<file path="src/rtl/mcu_port_bridge.sv">
// mcu_port_bridge: buffered byte bridge between the MCU port command channel
// and the core's serial device. Two show-ahead FIFOs (core->MCU, MCU->core),
// byte-availability counts, registered port status word and a drop counter.
// Optional feature macro: MCU_PORT_DROP_CNT_EN (drop counter built when defined;
// otherwise drop_cnt is tied to zero and overflow bytes are still discarded).

module mcu_port_bridge_fifo #(
  parameter int unsigned DEPTH_LOG2 = 4
) (
  input  logic                  clk,
  input  logic                  reset_n,
  input  logic                  flush_i,
  input  logic                  push_i,
  input  logic                  pop_i,
  input  logic [7:0]            wdata_i,
  output logic [7:0]            rdata_o,
  output logic [DEPTH_LOG2:0]   count_o,
  output logic                  full_o,
  output logic                  empty_o,
  output logic                  drop_o
);
  localparam int unsigned DEPTH = 1 << DEPTH_LOG2;
  localparam logic [DEPTH_LOG2:0] DEPTH_C = (DEPTH_LOG2 + 1)'(DEPTH);
  localparam logic [DEPTH_LOG2:0] LAST_C  = (DEPTH_LOG2 + 1)'(DEPTH - 1);
  localparam logic [DEPTH_LOG2:0] ONE_C   = (DEPTH_LOG2 + 1)'(1);

  typedef enum logic [1:0] {S_EMPTY, S_PARTIAL, S_FULL} state_e;

  state_e              state_q, state_d;
  logic [DEPTH_LOG2:0] wr_ptr_q, wr_ptr_d;
  logic [DEPTH_LOG2:0] rd_ptr_q, rd_ptr_d;
  logic [DEPTH_LOG2:0] count_q, count_d;
  logic [7:0]          hold_q;
  logic [7:0]          mem_q [DEPTH];
  logic                pop_ok, push_ok;
  logic                unused_ptr_msb;

  // A pop on a full FIFO frees the slot first, so a same-cycle push is accepted.
  assign pop_ok  = pop_i && (state_q != S_EMPTY);
  assign push_ok = push_i && ((state_q != S_FULL) || pop_ok);
  assign drop_o  = push_i && !push_ok;

  // Pointers stay below DEPTH, so their top bit never addresses memory.
  assign unused_ptr_msb = wr_ptr_q[DEPTH_LOG2] ^ rd_ptr_q[DEPTH_LOG2];

  // Show-ahead head; once empty, keep presenting the last byte popped.
  assign rdata_o = (state_q == S_EMPTY) ? hold_q : mem_q[rd_ptr_q[DEPTH_LOG2-1:0]];
  assign count_o = count_q;
  assign full_o  = (state_q == S_FULL);
  assign empty_o = (state_q == S_EMPTY);

  // Next-state for pointers, occupancy and EMPTY/PARTIAL/FULL state; flush wins.
  always_comb begin
    wr_ptr_d = wr_ptr_q;
    rd_ptr_d = rd_ptr_q;
    count_d  = count_q;
    state_d  = state_q;
    if (flush_i) begin
      wr_ptr_d = '0;
      rd_ptr_d = '0;
      count_d  = '0;
    end else begin
      if (push_ok) wr_ptr_d = (wr_ptr_q == LAST_C) ? '0 : wr_ptr_q + ONE_C;
      if (pop_ok)  rd_ptr_d = (rd_ptr_q == LAST_C) ? '0 : rd_ptr_q + ONE_C;
      if (push_ok && !pop_ok)      count_d = count_q + ONE_C;
      else if (pop_ok && !push_ok) count_d = count_q - ONE_C;
    end
    if (count_d == '0)          state_d = S_EMPTY;
    else if (count_d == DEPTH_C) state_d = S_FULL;
    else                         state_d = S_PARTIAL;
  end

  // Control state registers with asynchronous clear.
  always_ff @(posedge clk or negedge reset_n) begin
    if (!reset_n) begin
      wr_ptr_q <= '0;
      rd_ptr_q <= '0;
      count_q  <= '0;
      state_q  <= S_EMPTY;
      hold_q   <= '0;
    end else begin
      wr_ptr_q <= wr_ptr_d;
      rd_ptr_q <= rd_ptr_d;
      count_q  <= count_d;
      state_q  <= state_d;
      if (pop_ok && !flush_i) hold_q <= mem_q[rd_ptr_q[DEPTH_LOG2-1:0]];
    end
  end

  // Storage array; contents only become visible through a valid count.
  always_ff @(posedge clk) begin
    if (push_ok && !flush_i) mem_q[wr_ptr_q[DEPTH_LOG2-1:0]] <= wdata_i;
  end
endmodule

module mcu_port_bridge #(
  parameter int unsigned DEPTH_LOG2 = 4
) (
  input  logic        clk,
  input  logic        reset_n,
  input  logic        flush,
  output logic [7:0]  port_out_available,
  input  logic        port_out_strobe,
  output logic [7:0]  port_out_data,
  output logic [7:0]  port_in_available,
  input  logic        port_in_strobe,
  input  logic [7:0]  port_in_data,
  output logic [31:0] port_status,
  input  logic [23:0] cfg_bitrate,
  input  logic [7:0]  cfg_frame,
  input  logic        tx_valid,
  input  logic [7:0]  tx_data,
  output logic        tx_ready,
  output logic        rx_valid,
  output logic [7:0]  rx_data,
  input  logic        rx_ready,
  output logic [7:0]  drop_cnt
);
  localparam logic [DEPTH_LOG2:0] DEPTH_C = (DEPTH_LOG2 + 1)'(1 << DEPTH_LOG2);

  logic [DEPTH_LOG2:0] out_count, in_count;
  logic                out_full, out_empty, in_full, in_empty;
  logic                out_drop, in_drop;
  logic                unused_flags;
  logic [31:0]         status_q;

  mcu_port_bridge_fifo #(.DEPTH_LOG2(DEPTH_LOG2)) u_out_fifo (
    .clk     (clk),
    .reset_n (reset_n),
    .flush_i (flush),
    .push_i  (tx_valid),
    .pop_i   (port_out_strobe),
    .wdata_i (tx_data),
    .rdata_o (port_out_data),
    .count_o (out_count),
    .full_o  (out_full),
    .empty_o (out_empty),
    .drop_o  (out_drop)
  );

  mcu_port_bridge_fifo #(.DEPTH_LOG2(DEPTH_LOG2)) u_in_fifo (
    .clk     (clk),
    .reset_n (reset_n),
    .flush_i (flush),
    .push_i  (port_in_strobe),
    .pop_i   (rx_ready),
    .wdata_i (port_in_data),
    .rdata_o (rx_data),
    .count_o (in_count),
    .full_o  (in_full),
    .empty_o (in_empty),
    .drop_o  (in_drop)
  );

  assign tx_ready           = !out_full;
  assign rx_valid           = !in_empty;
  assign port_out_available = 8'(out_count);
  assign port_in_available  = 8'(DEPTH_C - in_count);
  assign port_status        = status_q;
  assign unused_flags       = out_empty ^ in_full ^ out_drop;

  // Status word: byte-swapped bitrate followed by the frame format.
  always_ff @(posedge clk or negedge reset_n) begin
    if (!reset_n) status_q <= '0;
    else          status_q <= {cfg_bitrate[7:0], cfg_bitrate[15:8], cfg_bitrate[23:16], cfg_frame};
  end

`ifdef MCU_PORT_DROP_CNT_EN
  logic [7:0] drop_q;

  // Saturating count of MCU bytes discarded by the full MCU->core FIFO.
  always_ff @(posedge clk or negedge reset_n) begin
    if (!reset_n)                        drop_q <= '0;
    else if (flush)                      drop_q <= '0;
    else if (in_drop && drop_q != 8'hFF) drop_q <= drop_q + 8'd1;
  end

  assign drop_cnt = drop_q;
`else
  logic unused_drop;
  assign unused_drop = in_drop;
  assign drop_cnt    = '0;
`endif
endmodule

</file>
<file path="config.mk">
export PLATFORM = sky130hd
export DESIGN_NAME = mcu_port_bridge
export DESIGN_NICKNAME = d
export VERILOG_FILES = /design/src/rtl/mcu_port_bridge.sv
export SDC_FILE = /design/constraint.sdc
export NUM_CORES = 1
export LEC_CHECK = 0
export CAP_MARGIN = 40
export CORE_UTILIZATION = 60
export CTS_CLUSTER_DIAMETER = 200
export DETAILED_ROUTE_END_ITERATION = 16
export GPL_ROUTABILITY_DRIVEN = 0
export PLACE_DENSITY = 0.9
export SLEW_MARGIN = 40
export SYNTH_ARGS = -nofsm -noshare
export SYNTH_HDL_FRONTEND = slang
export SYNTH_SLANG_ARGS = --single-unit
</file>
<file path="constraint.sdc">
create_clock -name clk -period 5.9 [get_ports clk]
set_input_delay 0.59 -clock clk [delete_from_list [all_inputs] [get_ports clk]]
set_output_delay 0.59 -clock clk [all_outputs]
set_load 0.03 [all_outputs]
</file>
==> results <==
- The first routing iteration left 572 violations.
- The cell depth of the worst flop-to-flop path is 5.
- The starting utilization of the core area is 0.6091.
- The HPWL after detailed placement is 17.76 mm.
- The run finished with clean final reports.
- The count of hold buffers inserted by post-cts repair is 0.
- The final hold violation count is 0.
- The total number of placement rows is 55.
- At the later pin of the worst-skew pair, clock insertion delay measures 0.53 ns.
- sky130_fd_sc_hd__edfxtp_1 takes more of the synthesized area than any other cell.
- Summed over all cells, the static leakage comes to 5.514 nW.
- The synthesized cell area is 13750 um^2.
- The tightest min-delay check is of the in2async type.
- For this run, the total global-route usage over all layers was measured as 0.2584.
- The data arrival time of the critical path is 3.70 ns.
- The synthesized netlist contains 53 unique library cells.
- The overflow left after global routing is 0.
- Summing all multi-input logic gate instances after layout gives 3715 um^2.
- The worst setup path is captured at an output port.
- The tree is rooted in a sky130_fd_sc_hd__clkbuf_16.
- The number of global-route vias before repair is 7837.
- The residual antenna-violating net count after detailed routing is 0.
- The post-layout net count is 962.
- After filler insertion, the fill cell instance count of the layout stands at 1283.
- Dividing the detail-routed wire length by the instance count gives 24.56 um.
- Of the cells placed in the final design, the portion with a size suffix greater than 1 is 0.1930.
- The antenna diode instance count is 0.
- The die covers 23530 um^2.
- The slowest cell on the critical path is sky130_fd_sc_hd__dfrtp_2.
- In this run the worst path has a maximum fanout of 21.
- Setup repair after global routing left no endpoint under its margin.
- Post-CTS timing repair inserted 0 buffers for setup.
- The total vias in the final route is 7568.
- The placeable core region is 22570 um^2.
- In this run, placement finished with an instance count of 1139.
- For this block, the routed nets add up to 29.52 mm of wire.
- At the pin with the least slew margin, the transition time is 0.8944 ns.
- Clock skew on the completed layout was measured at 0.02813 ns.
- Counting flops with a built-in enable in the synthesized netlist gives 256.
- The largest net degree at the start of global routing is 44.
- The wire length of the first global-routing pass is 45.11 mm.
- The tree built by TritonCTS fans out to 338 sinks.
- The number of buffers created by CTS is 35.
- In this run the number of H-tree levels came out at 2.
- Dividing the synthesized area by the synthesized cell count gives 17.97 um^2.
- In the synthesized netlist, the cells that appear most often are sky130_fd_sc_hd__edfxtp_1 (256), sky130_fd_sc_hd__dfrtp_1 (82), sky130_fd_sc_hd__nor2_1 (56).
- The final-report setup violation count is 0.
- The count of pins over their slew limit is 0.
- The number of antenna violations at the first check in global routing was 0.
- The peak ir drop on the vdd network is 0.3290 mV.
- Headroom to the max-slew limit came out at 0.4015.
- The floorplan step set the die width to 153.4 um.
- The via-per-instance ratio is 6.296.
- The signal on the critical path passes through buf_4 > mux4_2 > mux2i_1 > a21oi_1 > mux2_2 > clkdlybuf4s50_1.
- The fraction of the cycle the final worst path needs is 0.7265.
- TritonCTS built the clock tree.
- The max-cap check violation count is 0.
- The worst path in the final design needs a cycle of 4.286 ns, including I/O delays and setup.
- For the worst setup path, the data required time is 5.31 ns.
- The clock input transition at the sequential cells of the worst setup and hold paths is 0.06 ns.
- The non-filler instance count after layout is 1202.
- In this run, post-CTS repair resized a total of 0 instances.
- The worst setup path is launched from a register.
- The fmax is 0.2333 GHz.
- After detailed routing, the number of remaining DRC violations is 0.
- The overall die height is 153.4 um.
- The quantity of I/O buffers inserted on ports is 117.
- The Yosys step of the flow raised 0 warnings.
- The share of async-settable or async-resettable flops after synthesis is 0.2426.
- The number of top-level pins is 129.
- After routing, the total negative slack on setup checks comes to 0 ns.
- In the synthesized netlist the dominant register cell turns out to be sky130_fd_sc_hd__edfxtp_1.
- The first detailed-routing pass ran for 4 iterations.
- Yosys instantiated no cell more often than sky130_fd_sc_hd__edfxtp_1.
- Counting every instance in the synthesized netlist gives 765.
- The fraction of synthesized cell area taken by the top area cell type is 0.5591.
- Of the synthesized area, sequential elements account for 0.7083.
- In this design, the stage delay of the slowest critical-path cell is 0.78 ns.
- Counting flops and latches in the post-synthesis netlist gives 338.
- No sink is reached through more buffers than the 3 on the longest clock path.
- Ranked by total cell area, the synthesized netlist is headed by sky130_fd_sc_hd__edfxtp_1 (56%), sky130_fd_sc_hd__dfrtp_1 (15%), sky130_fd_sc_hd__mux4_2 (8.0%).
- The area of all sequential standard cells is 9744 um^2.
- The critical path in this run is classified as reg2out.
- The power density relative to cell area is 392.8 nW/um^2.
- The design draws 6.353 mW.
- The worst hold slack is 0.04155 ns.
- The synthesis-to-finish area growth is 17.64%.
[stage by stage]
stage	worst slack, ns	cell area (um^2)	utilization
after global routing	1.412	16170	0.7166
final	1.614	16170	0.7166
after detailed placement	2.130	15080	0.6680
after CTS	1.588	16130	0.7145
after floorplan	3.481	13790	-
after global placement	2.100	15070	0.6677
[cell type report]
class	count	area share
Sequential cell	338	0.6025
Multi-Input combinational cell	375	0.2297
Timing Repair Buffer	130	0.07798
Clock buffer	47	0.05817
Tap cell	285	0.02205
Clock inverter	14	0.006653
Inverter	13	0.003017
[report_power, final]
part / leakage [nW] / switching, mW / internal, mW / total, mW
clock: 0.512 / 0.871 / 1.17 / 2.04
combinational: 1.68 / 0.768 / 0.708 / 1.48
sequential: 3.33 / 0.153 / 2.68 / 2.84
total: 5.51 / 1.79 / 4.56 / 6.35
[registers in the layout, indices dropped and copies added (netlist names)]
name	count
u_in_fifo.hold_q	8
u_out_fifo.mem_q	128
u_out_fifo.hold_q	8
u_out_fifo.state_q	2
u_in_fifo.rd_ptr_q	5
u_in_fifo.mem_q	128
u_out_fifo.count_o	5
u_out_fifo.rd_ptr_q	5
u_in_fifo.state_q	2
u_out_fifo.wr_ptr_q	5
port_status	32
u_in_fifo.count_o	5
u_in_fifo.wr_ptr_q	5
[metal layers]
metal / GRT usage / vias to the layer above / wire length, um
li1: - / 3225 / -
met1: 0.3331 / 3866 / 11410
met2: 0.4412 / 405 / 15220
met3: 0.04366 / 72 / 1993
met4: 0.1033 / 0 / 899
met5: 0 / - / 0
[cell usage in the layout (no fill, tap or decap), types with 3 or more instances in the layout]
cell / instances
sky130_fd_sc_hd__a211oi_1: 14
sky130_fd_sc_hd__a211oi_2: 6
sky130_fd_sc_hd__a21oi_1: 22
sky130_fd_sc_hd__buf_4: 12
sky130_fd_sc_hd__clkbuf_1: 10
sky130_fd_sc_hd__clkbuf_16: 35
sky130_fd_sc_hd__clkdlybuf4s50_1: 116
sky130_fd_sc_hd__clkinv_1: 4
sky130_fd_sc_hd__clkinv_2: 4
sky130_fd_sc_hd__conb_1: 11
sky130_fd_sc_hd__dfrtp_1: 80
sky130_fd_sc_hd__edfxtp_1: 256
sky130_fd_sc_hd__ha_1: 14
sky130_fd_sc_hd__inv_1: 12
sky130_fd_sc_hd__inv_6: 4
sky130_fd_sc_hd__mux2_2: 37
sky130_fd_sc_hd__mux2i_1: 16
sky130_fd_sc_hd__mux4_1: 15
sky130_fd_sc_hd__mux4_2: 49
sky130_fd_sc_hd__nand2_1: 19
sky130_fd_sc_hd__nand2b_1: 8
sky130_fd_sc_hd__nand3_1: 12
sky130_fd_sc_hd__nor2_1: 44
sky130_fd_sc_hd__nor2_2: 12
sky130_fd_sc_hd__nor2b_1: 23
sky130_fd_sc_hd__nor3_1: 5
sky130_fd_sc_hd__nor3b_1: 6
sky130_fd_sc_hd__o21ai_0: 8
sky130_fd_sc_hd__or2_2: 3
sky130_fd_sc_hd__or3_1: 3
sky130_fd_sc_hd__xnor2_1: 9
sky130_fd_sc_hd__xor2_1: 6
[final timing paths]
path,startpoint,endpoint,slack (ns)
worst min register to register,u_out_fifo.hold_q[0],u_out_fifo.hold_q[0],0.51
worst max register to register,u_in_fifo.rd_ptr_q[0],u_in_fifo.hold_q[5],3.18
min in group clk,u_out_fifo.hold_q[0],u_out_fifo.hold_q[0],0.51
max in group asynchronous,reset_n,u_in_fifo.rd_ptr_q[0],4.88
worst min-delay path,reset_n,u_out_fifo.hold_q[1],0.04
worst max-delay path,u_in_fifo.rd_ptr_q[0],rx_data[5],1.61
[critical path, delay by kind of cell (launching register included)]
family,cells,cell delay (ns)
AOI/OAI and AO/OA,1,0.19
muxes,3,1.20
DFF,1,0.78
buffers and inverters,2,1.01
[cell families (layout without fill, tap and decap cells)]
kind of cell,count (synthesis),in the layout,synth area share
buffers and inverters,62,204,0.02876
and+or+nand+nor,144,144,0.05087
DFF,338,338,0.7083
muxes,117,117,0.1509
xor gates and xnor gates,15,15,0.009555
adders and majority gates,14,14,0.01274
other,1,11,0.0002727
AOI/OAI and AO/OA,74,74,0.03859
Power figures use the tool's default switching activity.
